--- config.mk ---
export PLATFORM = sky130hd
export DESIGN_NAME = weight_stream_bram
export DESIGN_NICKNAME = d
export VERILOG_FILES = /design/src/rtl/ann_weight_pkg.sv /design/src/rtl/weight_skid_fifo.sv /design/src/rtl/weight_stream_bram.sv
export SDC_FILE = /design/constraint.sdc
export NUM_CORES = 1
export LEC_CHECK = 0
export ABC_AREA = 1
export CORE_MARGIN = 3
export CORE_UTILIZATION = 30
export CTS_BUF_LIST = sky130_fd_sc_hd__clkbuf_8
export DETAILED_ROUTE_END_ITERATION = 8
export PLACE_DENSITY_LB_ADDON = 0.25
export SYNTH_ARGS = -nofsm -noshare
export SYNTH_HDL_FRONTEND = slang
export SYNTH_HIERARCHICAL = 1
export SYNTH_SLANG_ARGS = --single-unit
export TNS_END_PERCENT = 50
--- constraint.sdc ---
create_clock -name CLK -period 4.7 [get_ports CLK]
set_input_delay 1.41 -clock CLK [delete_from_list [all_inputs] [get_ports CLK]]
set_output_delay 1.41 -clock CLK [all_outputs]
set_load 0.05 [all_outputs]
--- src/rtl/ann_weight_pkg.sv ---
// Shared types and helpers for the ANN weight streaming blocks.
// Holds the default weight width, the streamer FSM encoding and the wrapping address step.
package ann_weight_pkg;

  localparam int WEIGHT_W = 16;

  typedef enum logic [1:0] {
    IDLE,
    BURST,
    DRAIN,
    FINISH
  } ws_state_t;

  function automatic int unsigned ws_wrap_inc(input int unsigned addr, input int unsigned depth);
    return (addr + 1 >= depth) ? 0 : addr + 1;
  endfunction

endpackage

--- src/rtl/weight_skid_fifo.sv ---
// Two-entry FIFO with occupancy count; head word drives the output and holds while stalled.
// Zero-latency output from head; push is refused only when full and no pop is happening.
module weight_skid_fifo #(
  parameter int WIDTH = 16
) (
  input  logic             clk,
  input  logic             rst,
  input  logic             push_vld,
  input  logic [WIDTH-1:0] push_dat,
  input  logic             pop_rdy,
  output logic             pop_vld,
  output logic [WIDTH-1:0] pop_dat,
  output logic [1:0]       count
);

  logic [WIDTH-1:0] slot_q [2];
  logic [WIDTH-1:0] slot_d [2];
  logic             wr_ptr_q, wr_ptr_d;
  logic             rd_ptr_q, rd_ptr_d;
  logic [1:0]       cnt_q, cnt_d;
  logic             push, pop;

  always_comb begin
    pop      = (cnt_q != 2'd0) && pop_rdy;
    push     = push_vld && ((cnt_q != 2'd2) || pop);
    slot_d   = slot_q;
    wr_ptr_d = wr_ptr_q;
    rd_ptr_d = rd_ptr_q;
    if (push) begin
      slot_d[wr_ptr_q] = push_dat;
      wr_ptr_d         = ~wr_ptr_q;
    end
    if (pop) begin
      rd_ptr_d = ~rd_ptr_q;
    end
    cnt_d = cnt_q + {1'b0, push} - {1'b0, pop};
  end

  always_ff @(posedge clk) begin
    if (rst) begin
      slot_q   <= '{default: '0};
      wr_ptr_q <= 1'b0;
      rd_ptr_q <= 1'b0;
      cnt_q    <= 2'd0;
    end else begin
      slot_q   <= slot_d;
      wr_ptr_q <= wr_ptr_d;
      rd_ptr_q <= rd_ptr_d;
      cnt_q    <= cnt_d;
    end
  end

  always_comb begin
    pop_vld = (cnt_q != 2'd0);
    pop_dat = slot_q[rd_ptr_q];
    count   = cnt_q;
  end

endmodule

--- src/rtl/weight_stream_bram.sv ---
// Block-RAM weight store with a load port and a self-sequenced burst reader (wraps modulo DEPTH).
// First word valid two cycles after START; reads are throttled by FIFO credit so DO_READY stalls never drop data.
module weight_stream_bram
  import ann_weight_pkg::*;
#(
  parameter int    WIDTH     = WEIGHT_W,
  parameter int    DEPTH     = 28,
  parameter int    ADDR_W    = $clog2(DEPTH),
  parameter string INIT_FILE = ""
) (
  input  logic              CLK,
  input  logic              RST,
  input  logic              WR_EN,
  input  logic [ADDR_W-1:0] WR_ADDR,
  input  logic [WIDTH-1:0]  WR_DATA,
  input  logic              START,
  input  logic [ADDR_W-1:0] BASE,
  input  logic [ADDR_W:0]   LEN,
  output logic              BUSY,
  output logic              DONE,
  output logic [WIDTH-1:0]  DO,
  output logic              DO_VALID,
  input  logic              DO_READY
);

  (* ram_style = "block" *) logic [WIDTH-1:0] mem [DEPTH];

  ws_state_t         state_q, state_d;
  logic [ADDR_W-1:0] rd_addr_q, rd_addr_d;
  logic [ADDR_W:0]   rd_left_q, rd_left_d;
  logic [ADDR_W:0]   xfer_left_q, xfer_left_d;
  logic              rd_vld_q, rd_vld_d;
  logic [WIDTH-1:0]  rd_dat_q;

  logic              wr_ok;
  logic              rd_en;
  logic              pop;
  logic [1:0]        fifo_cnt;
  logic [2:0]        occ;

  // Credit counts the head word leaving this cycle, so full-rate streaming never bubbles.
  always_comb begin
    wr_ok = WR_EN && (32'(WR_ADDR) < DEPTH);
    pop   = DO_VALID && DO_READY;
    occ   = 3'(rd_vld_q) + 3'(fifo_cnt) - 3'(pop);
    rd_en = (state_q == BURST) && (occ < 3'd2);
  end

  // Two independent ports; non-blocking update gives read-first on a same-address collision.
  always_ff @(posedge CLK) begin
    if (wr_ok) begin
      mem[WR_ADDR] <= WR_DATA;
    end
    if (rd_en) begin
      rd_dat_q <= mem[rd_addr_q];
    end
  end

  always_ff @(posedge CLK) begin
    if (RST) begin
      state_q     <= IDLE;
      rd_addr_q   <= '0;
      rd_left_q   <= '0;
      xfer_left_q <= '0;
      rd_vld_q    <= 1'b0;
    end else begin
      state_q     <= state_d;
      rd_addr_q   <= rd_addr_d;
      rd_left_q   <= rd_left_d;
      xfer_left_q <= xfer_left_d;
      rd_vld_q    <= rd_vld_d;
    end
  end

  always_comb begin
    state_d     = state_q;
    rd_addr_d   = rd_addr_q;
    rd_left_d   = rd_left_q;
    xfer_left_d = xfer_left_q;
    rd_vld_d    = rd_en;
    if (pop) begin
      xfer_left_d = xfer_left_q - 1'b1;
    end
    if (rd_en) begin
      rd_addr_d = ADDR_W'(ws_wrap_inc(32'(rd_addr_q), DEPTH));
      rd_left_d = rd_left_q - 1'b1;
    end
    case (state_q)
      IDLE: begin
        if (START) begin
          rd_addr_d   = BASE;
          rd_left_d   = LEN;
          xfer_left_d = LEN;
          // An empty burst passes through DRAIN, which completes at once, so DONE lands one cycle later.
          state_d     = (LEN == '0) ? DRAIN : BURST;
        end
      end
      BURST: begin
        if (rd_en && (rd_left_q == 1)) begin
          state_d = DRAIN;
        end
      end
      DRAIN: begin
        if ((xfer_left_q == '0) || ((xfer_left_q == 1) && pop)) begin
          state_d = FINISH;
        end
      end
      FINISH: begin
        state_d = IDLE;
      end
      default: begin
        state_d = IDLE;
      end
    endcase
  end

  always_comb begin
    BUSY = (state_q == BURST) || (state_q == DRAIN);
    DONE = (state_q == FINISH);
  end

  weight_skid_fifo #(
    .WIDTH(WIDTH)
  ) u_fifo (
    .clk     (CLK),
    .rst     (RST),
    .push_vld(rd_vld_q),
    .push_dat(rd_dat_q),
    .pop_rdy (DO_READY),
    .pop_vld (DO_VALID),
    .pop_dat (DO),
    .count   (fifo_cnt)
  );

endmodule

==> results of run 1 <==
metrics by stage:
| stage | hold WS [ns] | cells | utilization, % | setup slack (ns) |
|---|---|---|---|---|
| final | 0.507 | 3225 | 35.1 | 0.605 |
| after detailed placement | 0.501 | 3067 | 32.7 | 0.731 |
| after floorplan | 0.453 | 2127 | - | 0.856 |
| after global placement | 0.465 | 3067 | 32.7 | 0.801 |
| after CTS | 0.512 | 3225 | 35.1 | 0.510 |
| after global routing | 0.539 | 3225 | 35.1 | 0.326 |
sequential cells by signal (all words and copies together), names as in the netlist:
signal / count
mem: 448
u_fifo/slot_q: 32
rd_dat_q: 16
rd_left_q: 6
xfer_left_q: 6
rd_addr_q: 5
state_q: 2
u_fifo/count: 2
rd_vld_q: 1
u_fifo/rd_ptr_q: 1
u_fifo/wr_ptr_q: 1
final cells by class:
class / count / area [sq um]
fill: 7171 / 46900
sequential: 520 / 15100
multi-input combinational: 1323 / 5780
clock buffer: 97 / 1340
tap: 950 / 1190
timing repair buffer: 107 / 978
inverter: 167 / 636
clock inverter: 61 / 348
metal layers:
| layer | vias to the layer above | wire length [um] | global-route usage (%) |
|---|---|---|---|
| met1 | 7055 | 26600 | 20.6 |
| met3 | 103 | 3980 | 3.40 |
| met4 | 0 | 1520 | 4.80 |
| met5 | - | 0 | 0 |
| met2 | 437 | 26000 | 23.2 |
| li1 | 7303 | - | - |
worst max-delay path by stage:
stage	start	end	slack (ns)	depth (start not counted)
6_report	u_fifo/rd_ptr_q	DO[2]	0.61	3
5_1_grt	u_fifo/rd_ptr_q	DO[10]	0.33	3
4_1_cts	u_fifo/rd_ptr_q	DO[6]	0.51	3
3_5_place_dp	DO_READY	rd_addr_q[4]	0.73	12
3_3_place_gp	DO_READY	rd_left_q[5]	0.80	14
2_1_floorplan	DO_READY	rd_left_q[5]	0.86	13
cell families (layout without fill, tap and decap cells):
family          after synthesis  count (layout)  share of synthesized area [%]
fa+ha+maj                    13              13                          0.770
flops                       520             520                           68.1
xor+xnor                      6               6                          0.238
compound gates              146             146                           3.51
simple gates               1158            1158                           21.6
buf+inv                     284             432                           5.75
cell usage after synthesis (all sizes together):
| library cell | instances |
|---|---|
| clkbuf | 28 |
| fa | 1 |
| ha | 12 |
| o31ai | 2 |
| a21oi | 15 |
| or2 | 1 |
| a31oi | 2 |
| edfxtp | 464 |
| buf | 89 |
| nand2 | 666 |
| dfxtp | 56 |
| inv | 164 |
| nor2 | 208 |
| nand4 | 35 |
| xor2 | 6 |
| nand3 | 248 |
| o22ai | 10 |
| o21a | 1 |
| o211ai | 9 |
| o21ai | 107 |
| clkinv | 3 |
worst max-delay path, stage by stage (launching register included):
cell	delay, ns
dfxtp_1	0.93
nand2_1	0.11
o21ai_0	0.13
clkdlybuf4s50_1	0.84
where the power goes:
part           total (mW)  switching, mW  internal (mW)  leakage (nW)
sequential           5.51          0.173           5.33          4.64
clock                3.89           1.83           2.06         0.971
combinational        4.32           3.12           1.20          4.12
total                13.7           5.12           8.59          9.74
==> summary.md, run 1 <==
| Metric | Value |
|---|---|
| Outcome | finished, final reports clean |
| Total negative setup slack | 0 ns |
| Hold_sp | xfer_left_q[5] |
| Max Root-Sink Buffers | 3 |
| Reg-to-reg critical path startpoint | rd_addr_q[1] |
| Commonest non-fill, non-tap cell in the layout | nand2_1 |
| Peak supply drop | 351 uV |
| Distinct cells, synth | 29 |
| Final instance area | 25300 sq um |
| Post-DP HPWL | 31900 um |
| Tot Pwr | 13.7 mW |
| Initial antenna violation count | 1 |
| Reg-to-Reg End | rd_dat_q[14] |
| RSZ-0062 raised after global routing | false |
| Starting Density | 30.6% |
| Worst slew pin tran | 1.25 ns |
| DRC viols | 0 |
| Routed wire length per instance | 18.0 um |
| Row count | 98 |
| GRT Total Usage | 14.9% |
| DIE HEIGHT | 277 um |
| Antenna Nets Post-Route | 0 |
| Via count | 14900 |
| FF-to-FF path depth | 10 |
| Vias/cell | 4.62 |
| Area of the core | 72200 sq um |
| Drt pass-1 iters | 5 |
| Arr. time, crit path | 2.68 ns |
| Final nets | 2260 |
| WL final | 58200 um |
| H-tree level count | 3 |
| Syn. warnings | 6 |
| Post-synth top area cell | edfxtp_1 |
| First DRT Iteration DRCs | 1169 |
| Worst setup SP type | flop |
| Total gr overflow | 0 |
| Area of the die | 77000 sq um |
| Period utilisation layout | 87.1% |
| Synthesized Nets | 2177 |
| Pin count of the biggest net entering global routing | 146 |
| Fmax | 244 MHz |
| Crit Path Category | reg2out |
| Hold path endpoint | xfer_left_q[5] |
| Port-buffer cells | 55 |
| Sequential share of the synthesized area | 68.1% |
| Slew Viols, Final | 0 |
| Top Ports | 56 |
| Antenna cells | 0 |
| CTS tree | done |
| RD Place Congestion | 0.778 |
| CTS hold repair buffers | 0 |
| Max FO, Critical Path | 33 |
| CP required | 3.29 ns |
| Final setup vio count | 0 |
| Fin. Hold Viols | 0 |
| Hold Path Stages | 2 |
| Share of Yosys cell area claimed by the top area cell type | 63.0% |
| Post-Syn Instances | 2127 |
| Hold Crit Class | reg2reg |
| Most frequent cells in the layout | nand2_1, edfxtp_1, nand3_1 |
| Crit. End Element | output port |
| PD cells | 541 nW/um^2 |
| Num CTS Buffers | 91 |
| Clock Pin Slew Worst Setup and Hold Paths | 0.06 ns |
| Largest cells by area after synthesis | edfxtp_1, nand2_1, nand3_1 |
| P_leak | 9.74 nW |
| Vias in the first global route | 14600 |
| Setup Skew | 0.0202 ns |
| Sink Count | 520 |
| Horiz. Die Dim | 277 um |
| Mean post-synth cell area | 10.4 sq um |
| P&R area growth vs syn | 14.6% |
| Max cap viols | 0 |
| First-pass GRT wire length | 88300 um |
| Cts repair resizes | 0 |
| Dpl cell area | 23600 sq um |
| Proportion of layout cells with a drive suffix above 1 | 7.74% |
| Clk root buf | clkbuf_8 |
| Slew headroom | 16.1% |
| Reg2Reg Setup Slack | 1.83 ns |
| Synth Register Bits | 520 |
| Clk_lat worst skew | 0.68 ns |
| Min cycle time layout | 4.09 ns |
| Synthesized cell area | 22100 sq um |
| Post-CTS Setup Bufs | 0 |
No activity file was read; power rests on OpenSTA's default activity.
==> run 2, diff against run 1 <==
--- a/config.mk
+++ b/config.mk
@@ -9,6 +9,7 @@
 export CORE_MARGIN = 3
 export CORE_UTILIZATION = 30
 export CTS_BUF_LIST = sky130_fd_sc_hd__clkbuf_8
+export CTS_CLUSTER_SIZE = 16
 export DETAILED_ROUTE_END_ITERATION = 8
 export PLACE_DENSITY_LB_ADDON = 0.25
 export SYNTH_ARGS = -nofsm -noshare
==> summary.md, run 2 (same netlist as run 1, synthesis figures left out) <==
| Metric | Value |
|---|---|
| Outcome | finished, final reports clean |
| Arr. time, crit path | 2.68 ns |
| Via count | 14900 |
| Crit Path Category | reg2out |
| Row count | 98 |
| Hold Worst Slack | 0.507 ns |
| Num CTS Buffers | 91 |
| Top reg by flops | mem |
| WL final | 58100 um |
| Vias/cell | 4.62 |
| Area of the core | 72200 sq um |
| Antenna Nets Post-Route | 0 |
| Period utilisation layout | 87.0% |
| CTS hold repair buffers | 0 |
| FF-to-FF path depth | 10 |
| Min cycle time layout | 4.09 ns |
| Setup Skew | 0.0200 ns |
| Post-DP HPWL | 31900 um |
| Fin. Hold Viols | 0 |
| CTS tree | done |
| Max cap viols | 0 |
| Slew Viols, Final | 0 |
| Port-buffer cells | 55 |
| Total negative setup slack | 0 ns |
| Total gr overflow | 0 |
| DIE HEIGHT | 277 um |
| GRT Total Usage | 14.9% |
| Vias in the first global route | 14600 |
| PD cells | 541 nW/um^2 |
| Routed wire length per instance | 18.0 um |
| Top Ports | 56 |
| Biggest registers after layout | mem: 448 flops, u_fifo/slot_q: 32 flops, rd_dat_q: 16 flops |
| Clk_lat worst skew | 0.67 ns |
| Most frequent cells in the layout | nand2_1, edfxtp_1, nand3_1 |
| First DRT Iteration DRCs | 1218 |
| Initial antenna violation count | 1 |
| Hold Path Stages | 2 |
| Peak supply drop | 349 uV |
| P&R area growth vs syn | 14.6% |
| Max FO, Critical Path | 33 |
| Fmax | 244 MHz |
| Hold Crit Class | reg2reg |
| H-tree level count | 3 |
| Commonest non-fill, non-tap cell in the layout | nand2_1 |
| Drt pass-1 iters | 5 |
| Crit. End Element | output port |
| Post-CTS Setup Bufs | 0 |
| Proportion of layout cells with a drive suffix above 1 | 7.74% |
| DRC viols | 0 |
| Dpl cell area | 23600 sq um |
| Clk root buf | clkbuf_8 |
| RSZ-0062 raised after global routing | false |
| Clock Pin Slew Worst Setup and Hold Paths | 0.06 ns |
| Sink Count | 520 |
| Horiz. Die Dim | 277 um |
| Max Root-Sink Buffers | 3 |
| Largest register FFs | 448 |
| P_leak | 9.74 nW |
| Area of the die | 77000 sq um |
| Slew headroom | 16.3% |
| Tot Pwr | 13.7 mW |
| Worst setup SP type | flop |
| Pin count of the biggest net entering global routing | 146 |
| Final instance area | 25300 sq um |
| RD Place Congestion | 0.778 |
| Final setup vio count | 0 |
| CP required | 3.29 ns |
| Worst slew pin tran | 1.25 ns |
| First-pass GRT wire length | 88300 um |
| Starting Density | 30.6% |
| Cts repair resizes | 0 |
| Final nets | 2260 |
==> run 2: worst paths after layout <==
check	start	endpoint	slack, ns
min	xfer_left_q[5]	xfer_left_q[5]	0.51
max	u_fifo/rd_ptr_q	DO[2]	0.61
max reg2reg	rd_addr_q[1]	rd_dat_q[14]	1.84
min reg2reg	xfer_left_q[5]	xfer_left_q[5]	0.51
==> run 2: routing by layer <==
metal | global-route usage (%) | up-vias | wire length, um
met5 | 0 | - | 0
met3 | 3.41 | 106 | 4230
met4 | 4.77 | 0 | 1570
li1 | - | 7303 | -
met2 | 23.2 | 449 | 26000
met1 | 20.6 | 7060 | 26400
==> run 2: worst max-delay path, cell delays in order, from the launching register on <==
cell and delay [ns]:
dfxtp_1 0.93, nand2_1 0.11, o21ai_0 0.13, clkdlybuf4s50_1 0.84
==> run 2: metrics by stage <==
stage,setup WS [ns],util [%],instances
6_report,0.610,35.1,3226
5_1_grt,0.326,35.1,3225
4_1_cts,0.510,35.1,3225
3_5_place_dp,0.731,32.7,3067
3_3_place_gp,0.801,32.7,3067
2_1_floorplan,0.856,-,2127
==> run 2: area by class of cell <==
cell class	instances	area, sq um
multi-input cells	1323	5780
repair buffers	107	978
diodes	1	2.50
clock inverters	61	348
fillers	7170	46900
well taps	950	1190
flip-flops and latches	520	15100
clock buffers	97	1340
inverters	167	636
==> run 2: report_power, final <==
part	switching [mW]	internal, mW
clock	1.82	2.06
combinational	3.11	1.20
sequential	0.173	5.33
total	5.11	8.59
==> run 3, diff against run 2 <==
--- a/config.mk
+++ b/config.mk
@@ -6,8 +6,8 @@
 export NUM_CORES = 1
 export LEC_CHECK = 0
 export ABC_AREA = 1
-export CORE_MARGIN = 3
-export CORE_UTILIZATION = 30
+export CAP_MARGIN = 25
+export CORE_UTILIZATION = 60
 export CTS_BUF_LIST = sky130_fd_sc_hd__clkbuf_8
 export CTS_CLUSTER_SIZE = 16
 export DETAILED_ROUTE_END_ITERATION = 8
==> summary.md, run 3 (same netlist as run 1, synthesis figures left out) <==
| Metric | Value |
|---|---|
| Total gr overflow | 0 |
| FF-to-FF path depth | 13 |
| DRC viols | 0 |
| Post-route insts no fill | 2741 |
| Max cap viols | 0 |
| Fmax | 244 MHz |
| Final setup vio count | 0 |
| GRT Total Usage | 27.6% |
| Antenna Nets Post-Route | 0 |
| Crit. End Element | output port |
| Num CTS Buffers | 82 |
| H-tree level count | 3 |
| Biggest registers after layout | mem: 448 flops, u_fifo/slot_q: 32 flops, rd_dat_q: 16 flops |
| Largest register FFs | 448 |
| CP required | 3.29 ns |
| First-pass GRT wire length | 79900 um |
| Hold Path Stages | 2 |
| Total negative setup slack | 0 ns |
| Clock Pin Slew Worst Setup and Hold Paths | 0.06 ns |
| WL final | 51200 um |
| Max FO, Critical Path | 33 |
| P&R area growth vs syn | 12.5% |
| Top Ports | 56 |
| Initial antenna violation count | 0 |
| Reg-to-reg critical path startpoint | u_fifo/count[1] |
| Drt pass-1 iters | 6 |
| Placed Cells | 2578 |
| Clk root buf | clkbuf_8 |
| Hold path endpoint | xfer_left_q[5] |
| Peak supply drop | 678 uV |
| # fillers | 2549 |
| Fin util | 69.3% |
| CTS tree | done |
| Slew headroom | 20.3% |
| Routed wire length per instance | 18.7 um |
| Sink Count | 520 |
| Commonest non-fill, non-tap cell in the layout | nand2_1 |
| Max Root-Sink Buffers | 3 |
| Crit Path Category | reg2out |
| Reg-to-Reg End | rd_addr_q[0] |
| Post-DP HPWL | 30000 um |
| CTS hold repair buffers | 0 |
| Pin count of the biggest net entering global routing | 239 |
| Proportion of layout cells with a drive suffix above 1 | 7.72% |
| Outcome | finished, final reports clean |
| Antenna cells | 0 |
| RD Place Congestion | 0.918 |
| Cts repair resizes | 0 |
| P_leak | 9.80 nW |
| RSZ-0062 raised after global routing | false |
| Reg2Reg Setup Slack | 1.88 ns |
| Worst slew pin tran | 1.20 ns |
| Via count | 15400 |
| Setup Skew | 0.0180 ns |
| Most frequent cells in the layout | nand2_1, edfxtp_1, nand3_1 |
| Min cycle time layout | 4.09 ns |
| Area of the die | 37600 sq um |
| Port-buffer cells | 55 |
| DIE HEIGHT | 194 um |
| Top reg by flops | mem |
| Hold_sp | xfer_left_q[5] |
| Area of the core | 35900 sq um |
| Fin. Hold Viols | 0 |
| Tot Pwr | 13.4 mW |
| Worst setup SP type | flop |
| First DRT Iteration DRCs | 1800 |
| Starting Density | 61.6% |
| Horiz. Die Dim | 194 um |
| Hold Crit Class | reg2reg |
| Vias/cell | 5.62 |
| Clk_lat worst skew | 0.63 ns |
| Post-CTS Setup Bufs | 0 |
| Final nets | 2262 |
| Row count | 69 |
| Arr. time, crit path | 2.68 ns |
| PD cells | 537 nW/um^2 |
| Period utilisation layout | 87.1% |
| Slew Viols, Final | 0 |
| Vias in the first global route | 14700 |
==> run 3: through the flow <==
step	area (sq um)	hold WS [ns]	worst slack (ns)
2_1_floorplan	22100	0.453	0.856
3_3_place_gp	23000	0.462	0.752
3_5_place_dp	23100	0.484	0.638
4_1_cts	24600	0.491	0.560
5_1_grt	24900	0.534	0.402
6_report	24900	0.487	0.608
==> run 3: layout make-up <==
| cell class | instances | area [sq um] | share of cell area [%] |
|---|---|---|---|
| clock buffer | 87 | 1200 | 4.81 |
| tap | 461 | 577 | 2.32 |
| inverter | 167 | 636 | 2.56 |
| timing repair buffer | 118 | 1300 | 5.22 |
| multi-input combinational | 1323 | 5780 | 23.3 |
| sequential | 520 | 15100 | 60.6 |
| clock inverter | 65 | 319 | 1.28 |
==> run 3: worst max path at each step <==
stage,from,endpoint,slack [ns],cells past startpoint
3_5_place_dp,DO_READY,rd_addr_q[0],0.64,12
5_1_grt,u_fifo/rd_ptr_q,DO[8],0.40,3
3_3_place_gp,DO_READY,rd_addr_q[0],0.75,12
2_1_floorplan,DO_READY,rd_left_q[5],0.86,13
4_1_cts,u_fifo/rd_ptr_q,DO[8],0.56,3
6_report,u_fifo/rd_ptr_q,DO[8],0.61,3
==> run 3: layer usage <==
layer,track usage [%],wire (um),vias up,share of wire (%)
met3,4.38,4360,98,8.5
met4,11.8,1470,0,2.9
met5,0,0,-,0
li1,-,-,7314,-
met1,38.1,21100,7281,41
met2,43.9,24200,699,47
==> run 3: report_power, final <==
part           total, mW  switching (mW)  internal (mW)  leakage [nW]
sequential          5.45           0.122           5.33          4.64
clock               3.56            1.73           1.82         0.881
combinational       4.34            3.10           1.25          4.27
total               13.4            4.95           8.40          9.80
==> run 3: worst max-delay path, cell delays in order, from the launching register on <==
cell,delay (ns)
dfxtp_1,0.94
nand2_1,0.10
o21ai_0,0.14
clkdlybuf4s50_1,0.85
